## src/rtl/hazard_scoreboard.sv

```systemverilog
// hazard_scoreboard
//
// Decode-stage hazard and stall controller for the 5-stage RISC-V pipeline.
// Handles the hazards the EX forwarding unit cannot cover:
//   - load-use against the load currently in EX,
//   - RAW/WAW against the single in-flight multi-cycle multiply,
//   - structural conflict on the multiplier itself,
//   - taken-branch flush, which overrides every hazard.
// It also owns the multiplier occupancy tracker (busy, rd, latency counter) and
// pulses mul_done in the writeback cycle.
//
// Ports
//   clk, rst          clock; synchronous active-high reset
//   IF_ID_*           decode-stage instruction (valid, rs1, rs2, rd, regwr, is_mul)
//   ID_EX_memread/rd  load-in-EX indication and its destination
//   ex_branch_taken   branch/jump in EX redirects the PC this cycle
//   pc_stall          hold PC and IF_ID
//   ID_EX_bubble      load a NOP into ID_EX
//   IF_ID_flush       load a NOP into IF_ID
//   mul_busy/mul_rd   multiplier occupancy and destination of in-flight multiply
//   mul_done          one-cycle pulse in the multiply writeback cycle
//   stall_cycles      saturating count of cycles with pc_stall asserted
//
// Multiplier occupancy sequencing:
//   StIdle -> StRun on issue with counter = MUL_LAT-1, counter decrements in
//   StRun, StDone is the counter==0 cycle. A multiply may issue in StDone, in
//   which case the new multiply's load wins and the tracker goes straight back
//   to StRun. mul_busy is therefore high for exactly MUL_LAT cycles per issue.
module hazard_scoreboard #(
  parameter int unsigned MUL_LAT = 4,
  parameter int unsigned CNT_W   = 32
) (
  input  logic             clk,
  input  logic             rst,
  input  logic             IF_ID_valid,
  input  logic [4:0]       IF_ID_rs1,
  input  logic [4:0]       IF_ID_rs2,
  input  logic [4:0]       IF_ID_rd,
  input  logic             IF_ID_regwr,
  input  logic             IF_ID_is_mul,
  input  logic             ID_EX_memread,
  input  logic [4:0]       ID_EX_rd,
  input  logic             ex_branch_taken,
  output logic             pc_stall,
  output logic             ID_EX_bubble,
  output logic             IF_ID_flush,
  output logic             mul_busy,
  output logic [4:0]       mul_rd,
  output logic             mul_done,
  output logic [CNT_W-1:0] stall_cycles
);

  // MUL_LAT >= 2, so $clog2(MUL_LAT) is at least 1 and always holds MUL_LAT-1.
  localparam int unsigned LatW = $clog2(MUL_LAT);

  typedef enum logic [1:0] {
    StIdle,
    StRun,
    StDone
  } mul_state_e;

  mul_state_e       state_q, state_d;
  logic [LatW-1:0]  cnt_q, cnt_d;
  logic [4:0]       rd_q, rd_d;
  logic [CNT_W-1:0] stall_q, stall_d;

  logic busy;
  logic done;
  logic load_use;
  logic mul_raw;
  logic mul_waw;
  logic mul_str;
  logic hazard;
  logic issue;

  assign busy = (state_q != StIdle);
  assign done = (state_q == StDone);

  // Hazard detection. x0 never creates a dependency. The RAW/WAW terms stay
  // active through the mul_done cycle: there is no same-cycle bypass from the
  // multiplier writeback, so dependent decode proceeds the cycle after.
  always_comb begin
    load_use = 1'b0;
    mul_raw  = 1'b0;
    mul_waw  = 1'b0;
    mul_str  = 1'b0;
    if (IF_ID_valid) begin
      load_use = ID_EX_memread && (ID_EX_rd != 5'd0) &&
                 ((ID_EX_rd == IF_ID_rs1) || (ID_EX_rd == IF_ID_rs2));
      mul_raw  = busy && (rd_q != 5'd0) &&
                 ((rd_q == IF_ID_rs1) || (rd_q == IF_ID_rs2));
      mul_waw  = busy && IF_ID_regwr && (IF_ID_rd != 5'd0) && (IF_ID_rd == rd_q);
      // A new multiply may enter only in the writeback cycle of the old one.
      mul_str  = busy && IF_ID_is_mul && !done;
    end
    hazard = load_use || mul_raw || mul_waw || mul_str;
  end

  // Pipeline control: a taken branch squashes decode, so it wins over stalls.
  always_comb begin
    pc_stall     = 1'b0;
    ID_EX_bubble = 1'b0;
    IF_ID_flush  = 1'b0;
    if (ex_branch_taken) begin
      IF_ID_flush  = 1'b1;
      ID_EX_bubble = 1'b1;
    end else if (hazard) begin
      pc_stall     = 1'b1;
      ID_EX_bubble = 1'b1;
    end
  end

  assign issue = IF_ID_valid && IF_ID_is_mul && !pc_stall && !ex_branch_taken;

  // Multiplier occupancy tracker. A branch never kills an in-flight multiply:
  // it entered EX ahead of the branch.
  always_comb begin
    state_d = state_q;
    cnt_d   = cnt_q;
    rd_d    = rd_q;
    unique case (state_q)
      StIdle: begin
      end
      StRun: begin
        cnt_d = cnt_q - LatW'(1);
        if (cnt_q == LatW'(1)) begin
          state_d = StDone;
        end
      end
      StDone: begin
        state_d = StIdle;
      end
      default: begin
        state_d = StIdle;
      end
    endcase
    if (issue) begin
      state_d = StRun;
      cnt_d   = LatW'(MUL_LAT - 1);
      rd_d    = IF_ID_rd;
    end
  end

  // Performance counter saturates rather than wrapping.
  always_comb begin
    stall_d = stall_q;
    if (pc_stall && (stall_q != '1)) begin
      stall_d = stall_q + CNT_W'(1);
    end
  end

  always_ff @(posedge clk) begin
    if (rst) begin
      state_q <= StIdle;
      cnt_q   <= '0;
      rd_q    <= '0;
      stall_q <= '0;
    end else begin
      state_q <= state_d;
      cnt_q   <= cnt_d;
      rd_q    <= rd_d;
      stall_q <= stall_d;
    end
  end

  assign mul_busy     = busy;
  assign mul_rd       = rd_q;
  assign mul_done     = done;
  assign stall_cycles = stall_q;

endmodule

```

## config.mk

```make
export PLATFORM = sky130hd
export DESIGN_NAME = hazard_scoreboard
export DESIGN_NICKNAME = d
export VERILOG_FILES = /design/src/rtl/hazard_scoreboard.sv
export SDC_FILE = /design/constraint.sdc
export NUM_CORES = 1
export LEC_CHECK = 0
export CAP_MARGIN = 15
export CORE_MARGIN = 2
export CORE_UTILIZATION = 43
export DETAILED_ROUTE_END_ITERATION = 12
export PLACE_DENSITY_LB_ADDON = 0.15
export SETUP_SLACK_MARGIN = 0.4
export SYNTH_ARGS = -nofsm -noshare
export SYNTH_HDL_FRONTEND = slang
export SYNTH_SLANG_ARGS = --single-unit
```

## constraint.sdc

```tcl
create_clock -name clk -period 2.3 [get_ports clk]
set_input_delay 0.46 -clock clk [delete_from_list [all_inputs] [get_ports clk]]
set_output_delay 0.46 -clock clk [all_outputs]
set_load 0.02 [all_outputs]
```

======== Yosys cells after proc, flatten, opt, wreduce, memory -nomap -nowiden ========
Index checks and enable logic that the tools add are counted.
word-level totals
  flip-flop bits (word level) ............. 41
  logic and storage cells ................. 63
  input port bits ......................... 27
  output and inout port bits .............. 42
operators by class
  add/subtract/negate cells ............... 2
  bitwise operators ....................... 1
  eq/ne operators ......................... 12
  muxes and demuxes ....................... 13
  reductions and logical operators ........ 30
operator list
  kind                   number
  $add 32x1->32 const B  1
  $ne 32x32->1 const B   1
  $eq 5x5->1             5
  $reduce_bool 5->1      3
  $logic_and 1x1->1      13
  $mux 1                 9
  $mux 2                 3
  $logic_or 1x1->1       5
  $eq 2x1->1 const B     2
  $ne 2x2->1 const B     2
  $pmux 2 s2             1
  $reduce_and 2->1       2
  $reduce_bool 2->1      2
  $logic_not 1->1        3
  $ne 3x3->1 const B     1
  $eq 2x2->1 const B     1
  $logic_not 2->1        1
  $reduce_or 2->1        1
  $sub 2x1->2 const B    1
  $not 1->1              1

======== Depth between registers and ports, before layout ========
Gate-level depths: netlist of the first run.
  depth in word-level cells ............... 14
  depth in mapped cells ................... 10
  mapped depth without buffers ............ 7

======== Worst setup path before layout of the first run ========
Ideal clock, no wire load.
  kind .................................... input to output
  from .................................... input ID_EX_rd[1]
  to ...................................... output pc_stall
  cell stages on the path ................. 6
  path buffers ............................ 1
  data arrival time ....................... 1,920 ps
  slack ................................... -80 ps
  path through ............................ or4_1 > o21a_1 > a32o_2 > o21ai_4 > buf_2 > inv_1
on the way
  cells in the longest elaborated chain, start to end .. 9
ends and longest elaborated chain
  item                                                   line    RTL
  start: declaration                                     42      input logic [4:0] ID_EX_rd,
  $eq 5x5->1 or $reduce_bool 5->1 (tied branches)        89, 88
  $logic_or 1x1->1 or $logic_and 1x1->1 (tied branches)  89, 88
  $logic_and 1x1->1 (*)                                  88      load_use = ID_EX_memread && (ID_EX_rd != 5'd0) &&
  $mux 1 (*)                                             87      if (IF_ID_valid) begin
  $logic_or 1x1->1 (*) (3 in series)                     96      hazard = load_use || mul_raw || mul_waw || mul_str;
  $mux 1 (*)                                             107     end else if (hazard) begin
  $mux 1 (*)                                             104     if (ex_branch_taken) begin
  end: declaration                                       44      output logic pc_stall,
Mark *: on every way between the ends. The rest lies on a longest branch, timed or not.

======== Worst setup path after layout of the first run ========
  from .................................... input ID_EX_rd[2]
  to ...................................... output pc_stall
The elaborated chain is that of the path after synthesis.

==> results_dict.tcl, run 1 <==
set metrics [dict create \
    status "finished, violations left" \
    violations "setup timing" \
    cts_inserted_buffers 5 \
    worst-r2r-cell-count 10 \
    cp_slowest_cell "or4_4" \
    tightest_slew_ns 0.483 \
    synth_seq_area_share 0.340 \
    fp.dieArea_sq_mm 0.00622 \
    hold_viol 0 \
    die_h_microns 78.9 \
    max_freq_mhz 410 \
    layout.nets 428 \
    setup_viol 16 \
    vdd_drop_max_uv 326 \
    viasPerCell 5.67 \
    period_share 1.06 \
    layout_min_cycle_time_ns 2.44 \
    rrSetupSlack_ns -0.05 \
    cts_root_buffer "clkbuf_8" \
    path_max_fanout 3 \
    first_iter_violations 111 \
    synth_edf_count 0 \
    antenna_found_initial 0 \
    yosys-top-cells-area "dfxtp_1, xnor2_1, a21oi_1" \
    hold_path_class "flip-flop to flip-flop" \
    fin_cells 472 \
    routabilityCongestion 0.759 \
    hpwl_microns 4540 \
    endpoint_kind "primary output" \
    critPathRequiredTime_ns 1.84 \
    slowest_delay_ns 0.53 \
    syn_inst 293 \
    wirelength_microns 7510 \
    ys_ff_latch 41 \
    drc 0 \
    synth_fp_nets 322 \
    cts_buffer_depth 2 \
    diodes 0 \
    cts.clk_slew.worst_paths_ns 0.08 \
    vias 2677 \
    syn_area_per_cell_sq_um 8.23 \
    core_area_sq_mm 0.00547 \
    worstPathArrival_ns 1.98 \
    clock-sinks 41 \
    row_count 27 \
    dp.cells 448 \
    cts-hold-fix-buffers 0 \
    cts_tree "yes" \
    rsz0062_at_grt "true" \
    grt_first_pass_wirelength_microns 11400 \
    port_buffers 68 \
    synth_top_area_cell "dfxtp_1" \
    h-tree-depth 2 \
    synth.top_cell.area_share 0.340 \
    overflow 0 \
    worst_path_most_repeated_cell "buf_6" \
    ys.flop_type "dfxtp_1" \
    synth_cell_type_count 42 \
    synth_warnings 0 \
    power.leakage_nw 1.47 \
    path_class "input pin to primary output" \
    finalClockSkew_ns 0.0134 \
    area_delta_synth_final_pct 59.2 \
    io_pins 69 \
    grt_max_degree 19 \
    setup_ws_ns -0.141 \
    netlist_area_sq_mm 0.00241 \
    die_w_microns 78.9 \
    start_util 0.441 \
    drive_above_1_share 0.285 \
    synthArstFlopShare 0 \
    powerDensity_mw_per_mm2 408 \
    worstPathCellList "buf_6, or4_4, o21a_1, a32o_2, o21ai_4, inv_4, buf_6" \
    drv_slew 0 \
    grt_pass1_vias 2473 \
    hold_depth 1 \
    grtUsageTotal 0.225 \
    ant_nets 0 \
    maxSlewHeadroom 0.677 \
    first_pass_iters 4 \
    start_kind "input pin" \
    clock_latency_ns 0.30 \
    fin_hold_ws_ns 0.489 \
    maxCapViolations 0 \
    wl_per_cell_microns 15.9 \
]
## registers in the layout, summed over array words and instances (netlist names)
signal and flops:
cnt_q 2, stall_cycles 32, mul_rd 5, state_q 2
## routing by layer
metal,GRT usage,share of wire,up-vias
li1,-,-,1298
met2,0.395,0.53,77
met3,0.0500,0.049,14
met5,0,0,-
met1,0.281,0.41,1288
met4,0.0534,0.014,0
## path summary, 6_finish.rpt
kind,startpoint,endpoint
worst min-delay path,cnt_q[0]$_SDFFE_PP0P_,cnt_q[0]$_SDFFE_PP0P_
worst min register to register,cnt_q[0]$_SDFFE_PP0P_,cnt_q[0]$_SDFFE_PP0P_
worst max register to register,mul_rd[1]$_SDFFE_PP0P_,stall_cycles[6]$_SDFFE_PP0P_
worst max-delay path,ID_EX_rd[2],pc_stall
## area by class of cell
type                    count  area (sq um)
clock buffers               7          86.3
clock inverters             1          30.0
fillers                   465          1630
inverters                   5          21.3
multi-input cells         228          1620
flip-flops and latches     41           831
well taps                  72          90.1
repair buffers            118          1160
## cells in the mapped netlist, drive strengths merged (4+ instances only)
cell    instances
nor3            8
nand3          20
nand4           8
dfxtp          41
a21oi          32
or4            13
and3           10
o21ai          21
inv             5
o31ai          11
mux2i           5
nor2b           4
xnor2          21
clkbuf          6
or3            17
nor2           10
buf            13
nand2          18
## logic make-up (layout without fill, tap and decap cells)
logic type               count (synthesis)  count (layout)  synth area share
adder cells (fa/ha/maj)                  2               2            0.0104
buffers and inverters                   24             131            0.0560
flip-flops                              41              41             0.340
XOR/XNOR                                24              24            0.0872
multiplexers                             7               7            0.0301
AO/OA/AOI/OAI                           71              71             0.176
AND/OR/NAND/NOR                        124             124             0.299
## placed cells by master (no fill, tap or decap), types with 10 or more instances in the layout
cell type         n
nand3_1          19
nand2_1          17
dfxtp_1          35
a21oi_1          20
nor2_1           10
xnor2_1          19
buf_4            40
a21oi_2          12
o31ai_1          11
dlygate4sd2_1    16
clkdlybuf4s50_1  40
o21ai_0          16
or3_1            15
## per-stage QoR
| stage | TNS [ns] | power (mW) | area [sq um] | worst slack, ns | utilization |
|---|---|---|---|---|---|
| 6_report | -0.547 | 1.57 | 3840 | -0.141 | 0.701 |
| 5_1_grt | -2.86 | 1.63 | 3840 | -0.168 | 0.701 |
| 4_1_cts | -1.09 | 1.56 | 3670 | -0.0873 | 0.670 |
| 3_5_place_dp | -24.98 | 0.954 | 3360 | -0.824 | 0.614 |
| 3_3_place_gp | -23.84 | 0.950 | 3360 | -0.825 | 0.614 |
| 2_1_floorplan | 0 | 0.849 | 2440 | 0.00236 | - |
## worst max-delay path, delay by kind of cell
family                 cells  cell delay [ns]
and+or+nand+nor            1             0.53
AOI/OAI and AO/OA          3             0.72
buffers and inverters      3             0.27
## report_power, final
group | switching, mW | internal, mW | total (mW)
clock | 0.249 | 0.354 | 0.603
combinational | 0.110 | 0.128 | 0.239
sequential | 0.00677 | 0.717 | 0.724
total | 0.367 | 1.20 | 1.57
## what timing repair did
action,4_1_cts,5_1_grt
gates cloned,3,0
pin swaps,28,16
buffers inserted,8,5
hold endpoints to repair,0,0
resized for setup,59,37
setup endpoints to repair,45,47
Note: power is estimated with default switching activity, not from simulation.
==> inputs of run 2 (changes only) <==
--- a/config.mk
+++ b/config.mk
@@ -5,10 +5,12 @@
 export SDC_FILE = /design/constraint.sdc
 export NUM_CORES = 1
 export LEC_CHECK = 0
+export ABC_AREA = 1
 export CAP_MARGIN = 15
 export CORE_MARGIN = 2
-export CORE_UTILIZATION = 43
+export CORE_UTILIZATION = 45
 export DETAILED_ROUTE_END_ITERATION = 12
+export HOLD_SLACK_MARGIN = 0.03
 export PLACE_DENSITY_LB_ADDON = 0.15
 export SETUP_SLACK_MARGIN = 0.4
 export SYNTH_ARGS = -nofsm -noshare
==> results_dict.tcl, run 2 <==
set metrics [dict create \
    status "finished, final reports clean" \
    maxSlewHeadroom 0.685 \
    yosysMostFrequentCell "nand2_1" \
    crit_start "IF_ID_rs1[0]" \
    worstPathArrival_ns 1.61 \
    ys_ff_latch 41 \
    cts_tree "yes" \
    viasPerCell 5.27 \
    drive_above_1_share 0.223 \
    r2r_start "mul_rd[0]$_SDFFE_PP0P_" \
    start_kind "input pin" \
    row_count 29 \
    path_max_fanout 3 \
    hold_path_class "flip-flop to flip-flop" \
    max_freq_mhz 483 \
    clock_latency_ns 0.30 \
    cp_slowest_cell "clkdlybuf4s15_1" \
    area_delta_synth_final_pct 40.4 \
    path_class "input pin to primary output" \
    critPathRequiredTime_ns 1.84 \
    diodes 0 \
    powerDensity_mw_per_mm2 352 \
    synth_cell_type_count 30 \
    tightest_slew_ns 0.469 \
    h-tree-depth 2 \
    worstPathCellList "clkdlybuf4s15_1, inv_1, nand2_1, nand2_1, a21oi_1, nand3_1, nand2_2, nand2_1, nand3_2, nand2_2, nor2_2, buf_6" \
    drv_slew 0 \
    largest_register_ffs 32 \
    synthArstFlopShare 0 \
    cts.clk_slew.worst_paths_ns 0.08 \
    fin_setup_tns_ns 0 \
    period_share 0.901 \
    wirelength_microns 9480 \
    hold_viol 0 \
    die_h_microns 86.2 \
    ys.flop_type "dfxtp_1" \
    fin_hold_ws_ns 0.493 \
    core_area_sq_mm 0.00646 \
    netlist_area_sq_mm 0.00304 \
    hold_start "stall_cycles[31]$_SDFFE_PP0P_" \
    setup_viol 0 \
    synth_commonest_cells "nand2_1, nor2_1, inv_1" \
    maxCapViolations 0 \
    grt_max_degree 34 \
    power.leakage_nw 1.89 \
    slowest_delay_ns 0.22 \
    synth_edf_count 0 \
    synth_seq_area_share 0.270 \
    grt_pass1_vias 3006 \
    vdd_drop_max_uv 360 \
    worst_path_most_repeated_cell "nand2_1" \
    layout.nets 603 \
    most-common-layout-cells "nand2_1, inv_1, nor2_1, nand4_1, clkdlybuf4s50_1" \
    synth.top_cell.area_share 0.270 \
    yosys-top-cells-area "dfxtp_1, nand2_1, nand4_1" \
    final_common_cell "nand2_1" \
    syn_inst 487 \
    grtUsageTotal 0.249 \
    cts_buffer_depth 2 \
    port_buffers 68 \
    wl_per_cell_microns 14.6 \
    clock-sinks 41 \
    cts_inserted_buffers 5 \
    endpoint_kind "primary output" \
    grt_first_pass_wirelength_microns 14700 \
    cts_root_buffer "clkbuf_8" \
    fp.dieArea_sq_mm 0.00743 \
    finalClockSkew_ns 0.00764 \
    syn_area_per_cell_sq_um 6.24 \
    antenna_found_initial 0 \
    rsz0062_at_grt "true" \
    routabilityCongestion 0.945 \
    synth_fp_nets 516 \
    die_w_microns 86.2 \
    overflow 0 \
    ant_nets 0 \
    synth_top_area_cell "dfxtp_1" \
    io_pins 69 \
    vias 3434 \
    layout_min_cycle_time_ns 2.07 \
    first_iter_violations 176 \
    synth_warnings 0 \
    drc 0 \
    hpwl_microns 6730 \
    first_pass_iters 4 \
    start_util 0.471 \
]
[run 2: cell types whose count changed in the layout (fill, tap and decap cells not counted), moves of 11 or more]
cell / change
inv_1: +45
buf_4: -19
or3_1: -15
nor2_1: +33
dfxtp_1: -16
dfxtp_2: +11
nand2_2: +14
xor2_1: +22
nand2_1: +117
o21ai_0: -13
nor2_2: +12
o31ai_1: -11
a21oi_1: +11
nand4_1: +35
[run 2: per-layer routing]
metal  global-route usage  share of wire  wire [microns]  vias to the layer above
met2                0.382           0.44            4210                      117
met4               0.0469         0.0064              61                        0
met1                0.373           0.49            4630                     1568
li1                     -              -               -                     1744
met5                    0              0               0                        -
met3               0.0362          0.060             571                        5
[run 2: critical path: cells and delay by family]
family | cells | cell delay [ns]
simple gates | 8 | 0.62
compound gates | 1 | 0.12
buf+inv | 3 | 0.42
[run 2: cell families (layout without fill, tap and decap cells)]
family,Yosys count,in the layout,share of synthesized area
AO/OA/AOI/OAI,39,39,0.0655
XOR/XNOR,36,36,0.104
adder cells (fa/ha/maj),2,2,0.00823
buffers and inverters,77,164,0.115
flip-flops,41,41,0.270
AND/OR/NAND/NOR,292,292,0.437
[run 2: layout make-up]
cell class | count | area [sq um]
fill | 607 | 2190
multi-input combinational | 369 | 2040
timing repair buffer | 102 | 963
sequential | 41 | 863
inverter | 55 | 211
tap | 77 | 96.3
clock buffer | 6 | 82.6
clock inverter | 1 | 7.51
[run 2: final timing paths]
check	endpoint	cells past startpoint	slack, ns
min	stall_cycles[31]$_SDFFE_PP0P_	2	0.49
max reg2reg	mul_rd[4]$_SDFFE_PP0P_	16	0.38
max	pc_stall	12	0.23
min reg2reg	stall_cycles[31]$_SDFFE_PP0P_	2	0.49
[run 2: repair_timing]
action,4_1_cts,5_1_grt
setup buffers,4,6
pin swaps,23,18
gates cloned,3,1
resized for setup,85,71
hold buffers,0,0
setup endpoints to repair,49,46
[run 2: where the power goes]
part	switching [mW]	internal, mW	total, mW	leakage (nW)
combinational	0.150	0.117	0.268	1.50
clock	0.269	0.238	0.507	0.0433
sequential	0.0119	0.715	0.727	0.344
total	0.431	1.07	1.50	1.89
[run 2: through the flow]
| step | area (sq um) | setup WS [ns] | utilization | power [mW] | cells |
|---|---|---|---|---|---|
| 6_report | 4270 | 0.228 | 0.661 | 1.50 | 651 |
| 5_1_grt | 4270 | 0.127 | 0.661 | 1.57 | 651 |
| 4_1_cts | 4070 | 0.204 | 0.631 | 1.50 | 644 |
| 3_5_place_dp | 3860 | -0.566 | 0.598 | 0.993 | 630 |
| 3_3_place_gp | 3860 | -0.535 | 0.598 | 0.988 | 630 |
| 2_1_floorplan | 3040 | 0.415 | - | 0.878 | 487 |
==> inputs of run 3 (changes only) <==
--- a/config.mk
+++ b/config.mk
@@ -10,9 +10,12 @@
 export CORE_MARGIN = 2
 export CORE_UTILIZATION = 45
 export DETAILED_ROUTE_END_ITERATION = 12
+export GPL_ROUTABILITY_DRIVEN = 0
 export HOLD_SLACK_MARGIN = 0.03
 export PLACE_DENSITY_LB_ADDON = 0.15
+export REMOVE_ABC_BUFFERS = 1
 export SETUP_SLACK_MARGIN = 0.4
 export SYNTH_ARGS = -nofsm -noshare
 export SYNTH_HDL_FRONTEND = slang
 export SYNTH_SLANG_ARGS = --single-unit
+export TNS_END_PERCENT = 5
==> results_dict.tcl, run 3 (synthesized netlist as in run 2, its figures left out) <==
set metrics [dict create \
    gr-usage-met2 0.393 \
    grt_pass1_vias 3180 \
    setup_ws_ns 0.171 \
    hold_viol 0 \
    h-tree-depth 2 \
    cts_inserted_buffers 5 \
    layout.nets 604 \
    fin_area_sq_mm 0.00414 \
    power.leakage_nw 1.79 \
    first_pass_iters 5 \
    wirelength_microns 8870 \
    slowest_delay_ns 0.26 \
    hpwl_microns 6510 \
    cts.clk_slew.worst_paths_ns 0.08 \
    port_buffers 68 \
    use_met3 0.0324 \
    dp.cells 633 \
    most-common-layout-cells "nand2_1, nor2_1, inv_1" \
    clock-sinks 41 \
    swShare 0.252 \
    tightest_slew_ns 0.445 \
    layout_min_cycle_time_ns 2.13 \
    final_common_cell "nand2_1" \
    viasPerCell 5.30 \
    grtUsageTotal 0.244 \
    first_iter_violations 223 \
    rsz0062_at_grt "true" \
    path_max_fanout 4 \
    overflow 0 \
    powerDensity_mw_per_mm2 413 \
    cp_slowest_cell "dlygate4sd2_1" \
    ant_nets 0 \
    maxSlewHeadroom 0.701 \
    largest_register_ffs 32 \
    use_met1 0.349 \
    clock_latency_ns 0.29 \
    dp_slack_ns -0.592 \
    endpoint_kind "primary output" \
    path_class "input pin to primary output" \
    start_util 0.471 \
    max_freq_mhz 470 \
    row_count 29 \
    status "finished, final reports clean" \
    grt_busiest_layer "met2" \
    hold_path_class "flip-flop to flip-flop" \
    cp.buffers_inverters 2 \
    wl_per_cell_microns 13.6 \
    power.switching_mw 0.432 \
    drive_above_1_share 0.161 \
    fp.dieArea_sq_mm 0.00743 \
    pwr-share-comb 0.159 \
    fin_cells 653 \
    p_seq_frac 0.426 \
    diodes 0 \
    area_delta_synth_final_pct 36.2 \
    core_area_sq_mm 0.00646 \
    maxCapViolations 0 \
    io_pins 69 \
    antenna_found_initial 0 \
    grt_max_degree 34 \
    drc 0 \
    p_total_mw 1.71 \
    setup_viol 0 \
    die_w_microns 86.2 \
    critPathRequiredTime_ns 1.84 \
    worstPathCellList "dlygate4sd2_1, nand2_1, nand2_1, nor2_1, nand3_1, nor2_2, nor2_2, nand3_2, nand2_2, nor2_1, buf_4" \
    period_share 0.926 \
    crit_family "simple AND/OR/NAND/NOR gates" \
    vdd_drop_max_uv 403 \
    vias 3460 \
    start_kind "input pin" \
    die_h_microns 86.2 \
    cts_tree "yes" \
    internal_power_mw 1.28 \
    place_area_sq_mm 0.00387 \
    clock_power_share 0.415 \
    grt_first_pass_wirelength_microns 14900 \
    cts_buffer_depth 2 \
    finalClockSkew_ns 0.00589 \
    drv_slew 0 \
    worstPathArrival_ns 1.67 \
    cts_root_buffer "clkbuf_8" \
]
==> run 3: changes by cell type in the layout (fill, tap and decap cells not counted), moves of 5 or more <==
cell and delta:
nor2_1 +9, buf_6 -6, dfxtp_1 +16, dfxtp_4 -5, nand2_1 +9, clkdlybuf4s50_1 +7
buf_4 +8, nand2_2 -8, nor2_2 -7, dfxtp_2 -11
==> run 3: power groups by stage <==
stage	logic (mW)	clock network (mW)	registers, mW
2_1_floorplan	0.105	0	0.750
3_3_place_gp	0.247	0	0.743
3_5_place_dp	0.251	0	0.744
4_1_cts	0.261	0.720	0.727
5_1_grt	0.301	0.752	0.730
6_report	0.272	0.711	0.728
==> run 3: metal layers <==
| metal | wire [microns] | vias to the layer above |
|---|---|---|
| met2 | 4160 | 119 |
| li1 | - | 1742 |
| met1 | 4240 | 1592 |
| met3 | 399 | 7 |
| met4 | 68 | 0 |
| met5 | 0 | - |
==> run 3: final timing paths <==
path	startpoint	end	slack, ns	depth (start not counted)
max reg2reg	mul_rd[1]$_SDFFE_PP0P_	stall_cycles[5]$_SDFFE_PP0P_	0.26	15
max	IF_ID_rd[1]	pc_stall	0.17	11
min reg2reg	stall_cycles[31]$_SDFFE_PP0P_	stall_cycles[31]$_SDFFE_PP0P_	0.49	2
min	stall_cycles[31]$_SDFFE_PP0P_	stall_cycles[31]$_SDFFE_PP0P_	0.49	2
==> run 3: area by class of cell <==
class | instances | area, sq um
inverters | 55 | 206
clock buffers | 5 | 68.8
fillers | 618 | 2320
multi-input cells | 369 | 1930
clock inverters | 3 | 68.8
repair buffers | 103 | 942
well taps | 77 | 96.3
flip-flops and latches | 41 | 831
==> run 3: per-stage QoR <==
stage | utilization | TNS, ns | hold WS [ns]
2_1_floorplan | - | -5.42 | 0.494
6_report | 0.641 | 0 | 0.494
3_5_place_dp | 0.599 | -1.55 | 0.479
3_3_place_gp | 0.599 | -1.07 | 0.471
5_1_grt | 0.641 | 0 | 0.544
4_1_cts | 0.635 | 0 | 0.492
==> run 3: timing repair <==
action / in CTS / in global routing
setup endpoints to repair: 52 / 55
hold buffers: 0 / 0
setup buffers: 12 / 0
resized for setup: 47 / 43
pin swaps: 14 / 19
endpoints found under the hold margin: 0 / 0
==> run 3: worst register-to-register path: cells and delay by family, from the launching register on <==
kind / cells / cell delay [ns]
AO/OA/AOI/OAI: 2 / 0.30
buffers and inverters: 6 / 0.78
flip-flops: 1 / 0.34
AND/OR/NAND/NOR: 7 / 0.57
